<file path="config.mk">
export PLATFORM = sky130hd
export DESIGN_NAME = cache_ctrl_flat
export DESIGN_NICKNAME = d
export VERILOG_FILES = /design/src/rtl/cache_pkg.sv /design/src/rtl/cache_ctrl_if.sv /design/src/rtl/cache_tag_store.sv /design/src/rtl/cache_ctrl.sv /design/src/flat_wrapper.sv
export SDC_FILE = /design/constraint.sdc
export NUM_CORES = 1
export LEC_CHECK = 0
export CAP_MARGIN = 20
export CORE_MARGIN = 2
export CORE_UTILIZATION = 30
export DETAILED_ROUTE_END_ITERATION = 12
export GPL_TIMING_DRIVEN = 0
export PLACE_DENSITY = 0.48
export SLEW_MARGIN = 20
export SYNTH_ARGS = -nofsm -noshare
export SYNTH_HDL_FRONTEND = slang
export SYNTH_SLANG_ARGS = --single-unit
</file>
<file path="constraint.sdc">
create_clock -name clk -period 7.75 [get_ports clk]
set_input_delay 1.55 -clock clk [delete_from_list [all_inputs] [get_ports clk]]
set_output_delay 1.55 -clock clk [all_outputs]
set_load 0.01 [all_outputs]
</file>
<file path="src/rtl/cache_pkg.sv">
// Shared types, default geometry and address-field helpers for the data-cache controller.
package cache_pkg;

  localparam int CACHE_ADDR_W   = 32;
  localparam int CACHE_INDEX_W  = 3;
  localparam int CACHE_OFFSET_W = 2;
  localparam int CACHE_TAG_W    = CACHE_ADDR_W - CACHE_INDEX_W - CACHE_OFFSET_W - 2;

  typedef enum logic [1:0] {
    COMPARE   = 2'd0,
    WRITEBACK = 2'd1,
    ALLOCATE  = 2'd2
  } state_t;

  function automatic logic [CACHE_TAG_W-1:0] addr_tag(input logic [CACHE_ADDR_W-1:0] a);
    return a[CACHE_ADDR_W-1 -: CACHE_TAG_W];
  endfunction

  function automatic logic [CACHE_INDEX_W-1:0] addr_index(input logic [CACHE_ADDR_W-1:0] a);
    return a[CACHE_OFFSET_W+2 +: CACHE_INDEX_W];
  endfunction

  function automatic logic [CACHE_OFFSET_W-1:0] addr_offset(input logic [CACHE_ADDR_W-1:0] a);
    return a[2 +: CACHE_OFFSET_W];
  endfunction

endpackage

</file>
<file path="src/rtl/cache_ctrl_if.sv">
// CPU, memory and data-array control signals of the cache controller, bundled as one bus.
interface cache_ctrl_if
  import cache_pkg::*;
#(
  parameter int ADDR_W   = CACHE_ADDR_W,
  parameter int INDEX_W  = CACHE_INDEX_W,
  parameter int OFFSET_W = CACHE_OFFSET_W
);
  logic                cpu_rd;
  logic                cpu_wr;
  logic [ADDR_W-1:0]   cpu_addr;
  logic                cpu_stall;
  logic                hit;
  logic                dary_we;
  logic                dary_sel;
  logic [INDEX_W-1:0]  dary_index;
  logic [OFFSET_W-1:0] dary_offset;
  logic                mem_rd;
  logic                mem_wr;
  logic [ADDR_W-1:0]   mem_addr;
  logic                mem_ready;

  // Environment side: CPU requests and memory acknowledge.
  modport master (
    output cpu_rd, cpu_wr, cpu_addr, mem_ready,
    input  cpu_stall, hit, dary_we, dary_sel, dary_index, dary_offset,
           mem_rd, mem_wr, mem_addr
  );

  // Controller side.
  modport slave (
    input  cpu_rd, cpu_wr, cpu_addr, mem_ready,
    output cpu_stall, hit, dary_we, dary_sel, dary_index, dary_offset,
           mem_rd, mem_wr, mem_addr
  );
endinterface

</file>
<file path="src/rtl/cache_tag_store.sv">
// Per-line tag, valid and dirty state: combinational read, clocked write, async clear of valid/dirty.
module cache_tag_store #(
  parameter int INDEX_W = 3,
  parameter int TAG_W   = 25
) (
  input  logic               clk,
  input  logic               rst,
  input  logic [INDEX_W-1:0] index,
  output logic [TAG_W-1:0]   rd_tag,
  output logic               rd_valid,
  output logic               rd_dirty,
  input  logic               fill_en,
  input  logic [TAG_W-1:0]   fill_tag,
  input  logic               dirty_set
);
  localparam int LINES = 1 << INDEX_W;

  logic [TAG_W-1:0] tags [LINES];
  logic [LINES-1:0] valid;
  logic [LINES-1:0] dirty;

  assign rd_tag   = tags[index];
  assign rd_valid = valid[index];
  assign rd_dirty = dirty[index];

  always_ff @(posedge clk) begin
    if (fill_en) tags[index] <= fill_tag;
  end

  // A completed refill always leaves the line clean, even if a store is pending.
  always_ff @(posedge clk or posedge rst) begin
    if (rst) begin
      valid <= '0;
      dirty <= '0;
    end else if (fill_en) begin
      valid[index] <= 1'b1;
      dirty[index] <= 1'b0;
    end else if (dirty_set) begin
      dirty[index] <= 1'b1;
    end
  end
endmodule

</file>
<file path="src/rtl/cache_ctrl.sv">
// Direct-mapped write-back/write-allocate cache controller FSM.
// Optional hit/miss statistics counters are built when CACHE_STATS_EN is defined.
module cache_ctrl
  import cache_pkg::*;
#(
  parameter int ADDR_W   = CACHE_ADDR_W,
  parameter int INDEX_W  = CACHE_INDEX_W,
  parameter int OFFSET_W = CACHE_OFFSET_W
) (
  input  logic         clk,
  input  logic         rst,
  cache_ctrl_if.slave  bus
`ifdef CACHE_STATS_EN
  ,
  output logic [31:0]  hit_count,
  output logic [31:0]  miss_count
`endif
);
  localparam int TAG_W = ADDR_W - INDEX_W - OFFSET_W - 2;

  state_t              state, state_nxt;
  logic [OFFSET_W-1:0] cnt, cnt_nxt;
  logic [TAG_W-1:0]    tag, st_tag;
  logic [INDEX_W-1:0]  idx;
  logic [OFFSET_W-1:0] off;
  logic                st_valid, st_dirty;
  logic                req, lookup_hit, last;
  logic                fill_en, dirty_set;

  assign tag        = addr_tag(bus.cpu_addr);
  assign idx        = addr_index(bus.cpu_addr);
  assign off        = addr_offset(bus.cpu_addr);
  assign req        = bus.cpu_rd | bus.cpu_wr;
  assign lookup_hit = st_valid & (st_tag == tag);
  assign last       = (cnt == {OFFSET_W{1'b1}});

  cache_tag_store #(.INDEX_W(INDEX_W), .TAG_W(TAG_W)) u_tags (
    .clk      (clk),
    .rst      (rst),
    .index    (idx),
    .rd_tag   (st_tag),
    .rd_valid (st_valid),
    .rd_dirty (st_dirty),
    .fill_en  (fill_en),
    .fill_tag (tag),
    .dirty_set(dirty_set)
  );

  always_ff @(posedge clk or posedge rst) begin
    if (rst) begin
      state <= COMPARE;
      cnt   <= '0;
    end else begin
      state <= state_nxt;
      cnt   <= cnt_nxt;
    end
  end

  // Outputs are forced low while reset is asserted so a burst drops immediately.
  always_comb begin
    state_nxt       = state;
    cnt_nxt         = cnt;
    fill_en         = 1'b0;
    dirty_set       = 1'b0;
    bus.cpu_stall   = 1'b0;
    bus.hit         = 1'b0;
    bus.dary_we     = 1'b0;
    bus.dary_sel    = 1'b0;
    bus.dary_index  = '0;
    bus.dary_offset = '0;
    bus.mem_rd      = 1'b0;
    bus.mem_wr      = 1'b0;
    bus.mem_addr    = '0;
    if (!rst) begin
      unique case (state)
        COMPARE: begin
          if (req) begin
            bus.hit = lookup_hit;
            if (lookup_hit) begin
              bus.dary_index  = idx;
              bus.dary_offset = off;
              if (bus.cpu_wr) begin
                bus.dary_we = 1'b1;
                dirty_set   = 1'b1;
              end
            end else begin
              bus.cpu_stall = 1'b1;
              cnt_nxt       = '0;
              state_nxt     = (st_valid & st_dirty) ? WRITEBACK : ALLOCATE;
            end
          end
        end
        WRITEBACK: begin
          bus.cpu_stall   = 1'b1;
          bus.mem_wr      = 1'b1;
          bus.mem_addr    = {st_tag, idx, cnt, 2'b00};
          bus.dary_index  = idx;
          bus.dary_offset = cnt;
          if (bus.mem_ready) begin
            cnt_nxt = cnt + 1'b1;
            if (last) state_nxt = ALLOCATE;
          end
        end
        ALLOCATE: begin
          bus.cpu_stall  = 1'b1;
          bus.mem_rd     = 1'b1;
          bus.mem_addr   = {tag, idx, cnt, 2'b00};
          bus.dary_index = idx;
          if (bus.mem_ready) begin
            bus.dary_we     = 1'b1;
            bus.dary_sel    = 1'b1;
            bus.dary_offset = cnt;
            cnt_nxt         = cnt + 1'b1;
            if (last) begin
              fill_en   = 1'b1;
              state_nxt = COMPARE;
            end
          end
        end
        default: state_nxt = COMPARE;
      endcase
    end
  end

`ifdef CACHE_STATS_EN
  function automatic logic [31:0] sat_inc(input logic [31:0] v);
    return (v == 32'hFFFF_FFFF) ? v : v + 32'd1;
  endfunction

  // refilled marks the re-compare cycle right after a refill so it is not counted again.
  logic refilled;

  always_ff @(posedge clk or posedge rst) begin
    if (rst) begin
      refilled   <= 1'b0;
      hit_count  <= '0;
      miss_count <= '0;
    end else begin
      if (fill_en)               refilled <= 1'b1;
      else if (state == COMPARE) refilled <= 1'b0;
      if (state == COMPARE && req && !refilled) begin
        if (lookup_hit) hit_count  <= sat_inc(hit_count);
        else            miss_count <= sat_inc(miss_count);
      end
    end
  end
`endif

endmodule

</file>
<file path="src/flat_wrapper.sv">
// flat-port wrapper written by rule: the top's interface ports become plain ports
module cache_ctrl_flat import cache_pkg::*;
#(
  parameter int ADDR_W   = CACHE_ADDR_W,
  parameter int INDEX_W  = CACHE_INDEX_W,
  parameter int OFFSET_W = CACHE_OFFSET_W
)
  (clk, rst, bus_cpu_rd, bus_cpu_wr, bus_cpu_addr, bus_mem_ready, bus_cpu_stall, bus_hit, bus_dary_we, bus_dary_sel, bus_dary_index, bus_dary_offset, bus_mem_rd, bus_mem_wr, bus_mem_addr);
  cache_ctrl_if #(.ADDR_W(ADDR_W), .INDEX_W(INDEX_W), .OFFSET_W(OFFSET_W)) bus_i ();
  input  logic clk;
  input  logic rst;
  input wire logic [$bits(bus_i.cpu_rd)-1:0] bus_cpu_rd;
  input wire logic [$bits(bus_i.cpu_wr)-1:0] bus_cpu_wr;
  input wire logic [$bits(bus_i.cpu_addr)-1:0] bus_cpu_addr;
  input wire logic [$bits(bus_i.mem_ready)-1:0] bus_mem_ready;
  output wire logic [$bits(bus_i.cpu_stall)-1:0] bus_cpu_stall;
  output wire logic [$bits(bus_i.hit)-1:0] bus_hit;
  output wire logic [$bits(bus_i.dary_we)-1:0] bus_dary_we;
  output wire logic [$bits(bus_i.dary_sel)-1:0] bus_dary_sel;
  output wire logic [$bits(bus_i.dary_index)-1:0] bus_dary_index;
  output wire logic [$bits(bus_i.dary_offset)-1:0] bus_dary_offset;
  output wire logic [$bits(bus_i.mem_rd)-1:0] bus_mem_rd;
  output wire logic [$bits(bus_i.mem_wr)-1:0] bus_mem_wr;
  output wire logic [$bits(bus_i.mem_addr)-1:0] bus_mem_addr;
  assign bus_i.cpu_rd = bus_cpu_rd;
  assign bus_i.cpu_wr = bus_cpu_wr;
  assign bus_i.cpu_addr = bus_cpu_addr;
  assign bus_i.mem_ready = bus_mem_ready;
  assign bus_cpu_stall = bus_i.cpu_stall;
  assign bus_hit = bus_i.hit;
  assign bus_dary_we = bus_i.dary_we;
  assign bus_dary_sel = bus_i.dary_sel;
  assign bus_dary_index = bus_i.dary_index;
  assign bus_dary_offset = bus_i.dary_offset;
  assign bus_mem_rd = bus_i.mem_rd;
  assign bus_mem_wr = bus_i.mem_wr;
  assign bus_mem_addr = bus_i.mem_addr;
  cache_ctrl #(.ADDR_W(ADDR_W), .INDEX_W(INDEX_W), .OFFSET_W(OFFSET_W)) u_core (.clk(clk), .rst(rst), .bus(bus_i));
endmodule
</file>
==> run_results.csv <==
group,metric,value,unit
floorplanning,coreArea,32290,µm²
drt,top_layer,"met4",
timing,period_needed,7233,ps
timing,tightestPinTransition,912.6,ps
grt,grt_pass1_wl,39.85,mm
critical_path,reg2reg_from,"u_core.state[0]",
drt,routed_wl,26.99,mm
power,power,0.002865,W
critical_path,path_cells,"clkdlybuf4s50_1 -> buf_4 -> buf_6 -> buf_4 -> nor2_1 -> a221oi_1 -> xor2_1 -> or4_1 -> nor4b_2 -> nand3_1 -> o21ai_1 -> and3_1 -> clkdlybuf4s50_1",
drt,wl_per_cell,22.74,µm
yosys,synth_top_area_share,61.53,%
floorplanning,rows,66,
power,internal_power,0.002151,W
power,power.static_leakage,4.118,nW
place,dpl_cell_area,11320,µm²
critical_path,required,6200,ps
drt,first_pass_iters,5,
yosys,yosys_warnings,0,
yosys,yosys-top-cells-area,"edfxtp_1, dfrtp_1, mux4_2",
critical_path,path_buf_inv,5,
finish,drive_gt1_share,18.93,%
power,p_comb_share,16.0,%
yosys,ys_seq_area_share,66.66,%
critical_path,critPathLaunchType,"input port",
drt,wl_met2,12.87,mm
timing,tns,0,ps
drt,wl_met3,1.340,mm
floorplanning,dieArea,33990,µm²
finish,areaGrowthSynthToFinish,23.45,%
finish,fin_nets,771,
timing,finalSetupViolCount,0,
clocking,cts-buffers-inserted,23,
timing,slew_headroom,39.10,%
critical_path,path_max_fanout,10,
yosys,async_flop_share,9.091,%
clocking,cts_resized,0,
clocking,cts_hold_buf,0,
yosys,syn_area_per_cell,15.69,µm²
timing,clock_skew,6.629,ps
floorplanning,die_h,184.4,µm
timing,final_hold_viol_count,0,
power,p_sw_share,24.90,%
critical_path,crit_type,"in -> out",
clocking,cts_setup_buffers,0,
timing,rsz0062_at_grt,"false",
clocking,cts.sinks,220,
timing,max_freq,138.3,MHz
critical_path,crit_arrival,5680,ps
power,power_density,237.7,nW/µm²
finish,final_cell_mix,"edfxtp_1, clkdlybuf4s50_1, nor2_1",
job,maxCapViolations,0,
grt,grt_max_degree,23,
timing,whs,470.8,ps
drt,drc,0,
drt,ant_nets,0,
critical_path,critPathSlowestCell,"clkdlybuf4s50_1",
grt,grt.overflow.total,0,
grt,grt_pass1_vias,6127,
drt,via_per_inst,4.954,
yosys,ys_ff_latch,220,
clocking,clkTransAtPathRegs,60,ps
finish,final_common_cell,"edfxtp_1",
yosys,syn_inst,622,
grt,antenna_found_initial,0,
finish,fin_util,37.32,%
yosys,synth-edff-count,200,
critical_path,cp_slowest_stage_delay,540,ps
run_status,status,"finished clean",
floorplanning,die_w,184.4,µm
clocking,clockBufferDepth,3,
finish,fin_area,12050,µm²
critical_path,cp_top_family,"buffers and inverters",
power,ir_drop,0.1125,mV
grt,grt.total_usage,15.99,%
clocking,htree_levels,1,
drt,num_vias,5880,
yosys,syn_area,9761,µm²
place,gp_congestion,0.7758,
floorplanning,io_pins,80,
place,hpwl,18.68,mm
hold_path,min_from,"u_core.u_tags.valid[2]",
critical_path,end_kind,"primary output",
power,seqPwrFrac,46.6,%
drt,drt_iter0_drc,456,
clocking,cts_root_buf,"clkbuf_16",
power,clkPwrFrac,37.4,%
hold_path,worstHoldPathType,"reg -> reg",
place,io_buffer_count,72,
floorplanning,initial_core_util,30.23,%
yosys,synth_top_area_cell,"edfxtp_1",
timing,period_share,93.33,%
timing,drv_slew,0,
clocking,insertion_delay,500,ps
yosys,yosys.cell_types.count,59,
drt,wl_met1,12.40,mm
critical_path,critPathLaunch,"bus_cpu_addr[6]",
power,power.switching,0.0007133,W
yosys,synth-main-ff-cell,"edfxtp_1",
clocking,cts_tree,"yes",
finish,n_antenna_cell,0,
-- per-stage QoR --
stage / instances / worst slack [ps]
floorplan: 623 / 2264
global placement: 1137 / 558.6
detailed placement: 1146 / 514.4
CTS: 1187 / 511.0
global route: 1187 / 268.0
finish: 1187 / 516.7
-- state kept, by name (all words and copies together) (netlist names), named ones only --
signal               count
u_core.cnt               2
u_core.u_tags.tags     200
u_core.u_tags.valid      8
u_core.state             2
-- kinds of logic (layout without fill, tap and decap cells) --
kind of cell | count (synthesis) | count (layout) | share of synthesized area (%)
AO/OA/AOI/OAI | 91 | 91 | 6.602
XOR/XNOR | 22 | 22 | 1.974
adder cells (fa/ha/maj) | 5 | 5 | 0.6409
buffers and inverters | 41 | 163 | 2.538
flip-flops | 220 | 220 | 66.66
multiplexers | 89 | 89 | 13.19
other | 1 | 2 | 0.03842
AND/OR/NAND/NOR | 153 | 153 | 8.358
-- routing by layer --
metal,vias up,GRT usage (%)
met5,-,0
met4,0,3.168
met3,36,2.193
met2,169,26.90
met1,3043,22.16
li1,2632,-
-- power groups by stage --
stage	clock network (W)	registers, W	logic, W
finish	0.00107	0.00134	0.000458
global route	0.00114	0.00134	0.000496
detailed placement	0	0.00136	0.000462
floorplan	0	0.00135	0.000245
global placement	0	0.00136	0.000450
CTS	0.00110	0.00134	0.000463
-- final cells by class --
type,count,area [µm²]
flip-flops and latches,220,6506
clock inverters,13,131.4
fillers,3057,20240
repair buffers,81,945.9
inverters,8,30.03
plain buffers,33,217.7
well taps,442,553.0
clock buffers,28,594.3
multi-input cells,362,3070
-- synthesized netlist by cell type (9+ instances only) --
library cell  instances
edfxtp_1            200
clkbuf_1             11
nand2_1              27
nand2b_1              9
a21oi_1              10
mux2_2               25
a22oi_1              20
or2_2                11
o21ai_0              15
mux4_2               22
mux2i_1              36
nor2_1               51
xor2_1               15
o22ai_1              11
dfrtp_1              20
-- worst paths after layout --
path                                                  to  slack [ps]  depth (start not counted)
worst max-delay path                   bus_dary_index[0]         520                         13
worst min-delay path              u_core.u_tags.valid[2]         470                          1
worst max register to register  u_core.u_tags.tags[0][3]        4290                         10
worst min register to register    u_core.u_tags.valid[2]         470                          1
max in group asynchronous         u_core.u_tags.valid[6]        5800                          2
min in group asynchronous                u_core.state[0]        1390                          2
Power figures use the tool's default switching activity.
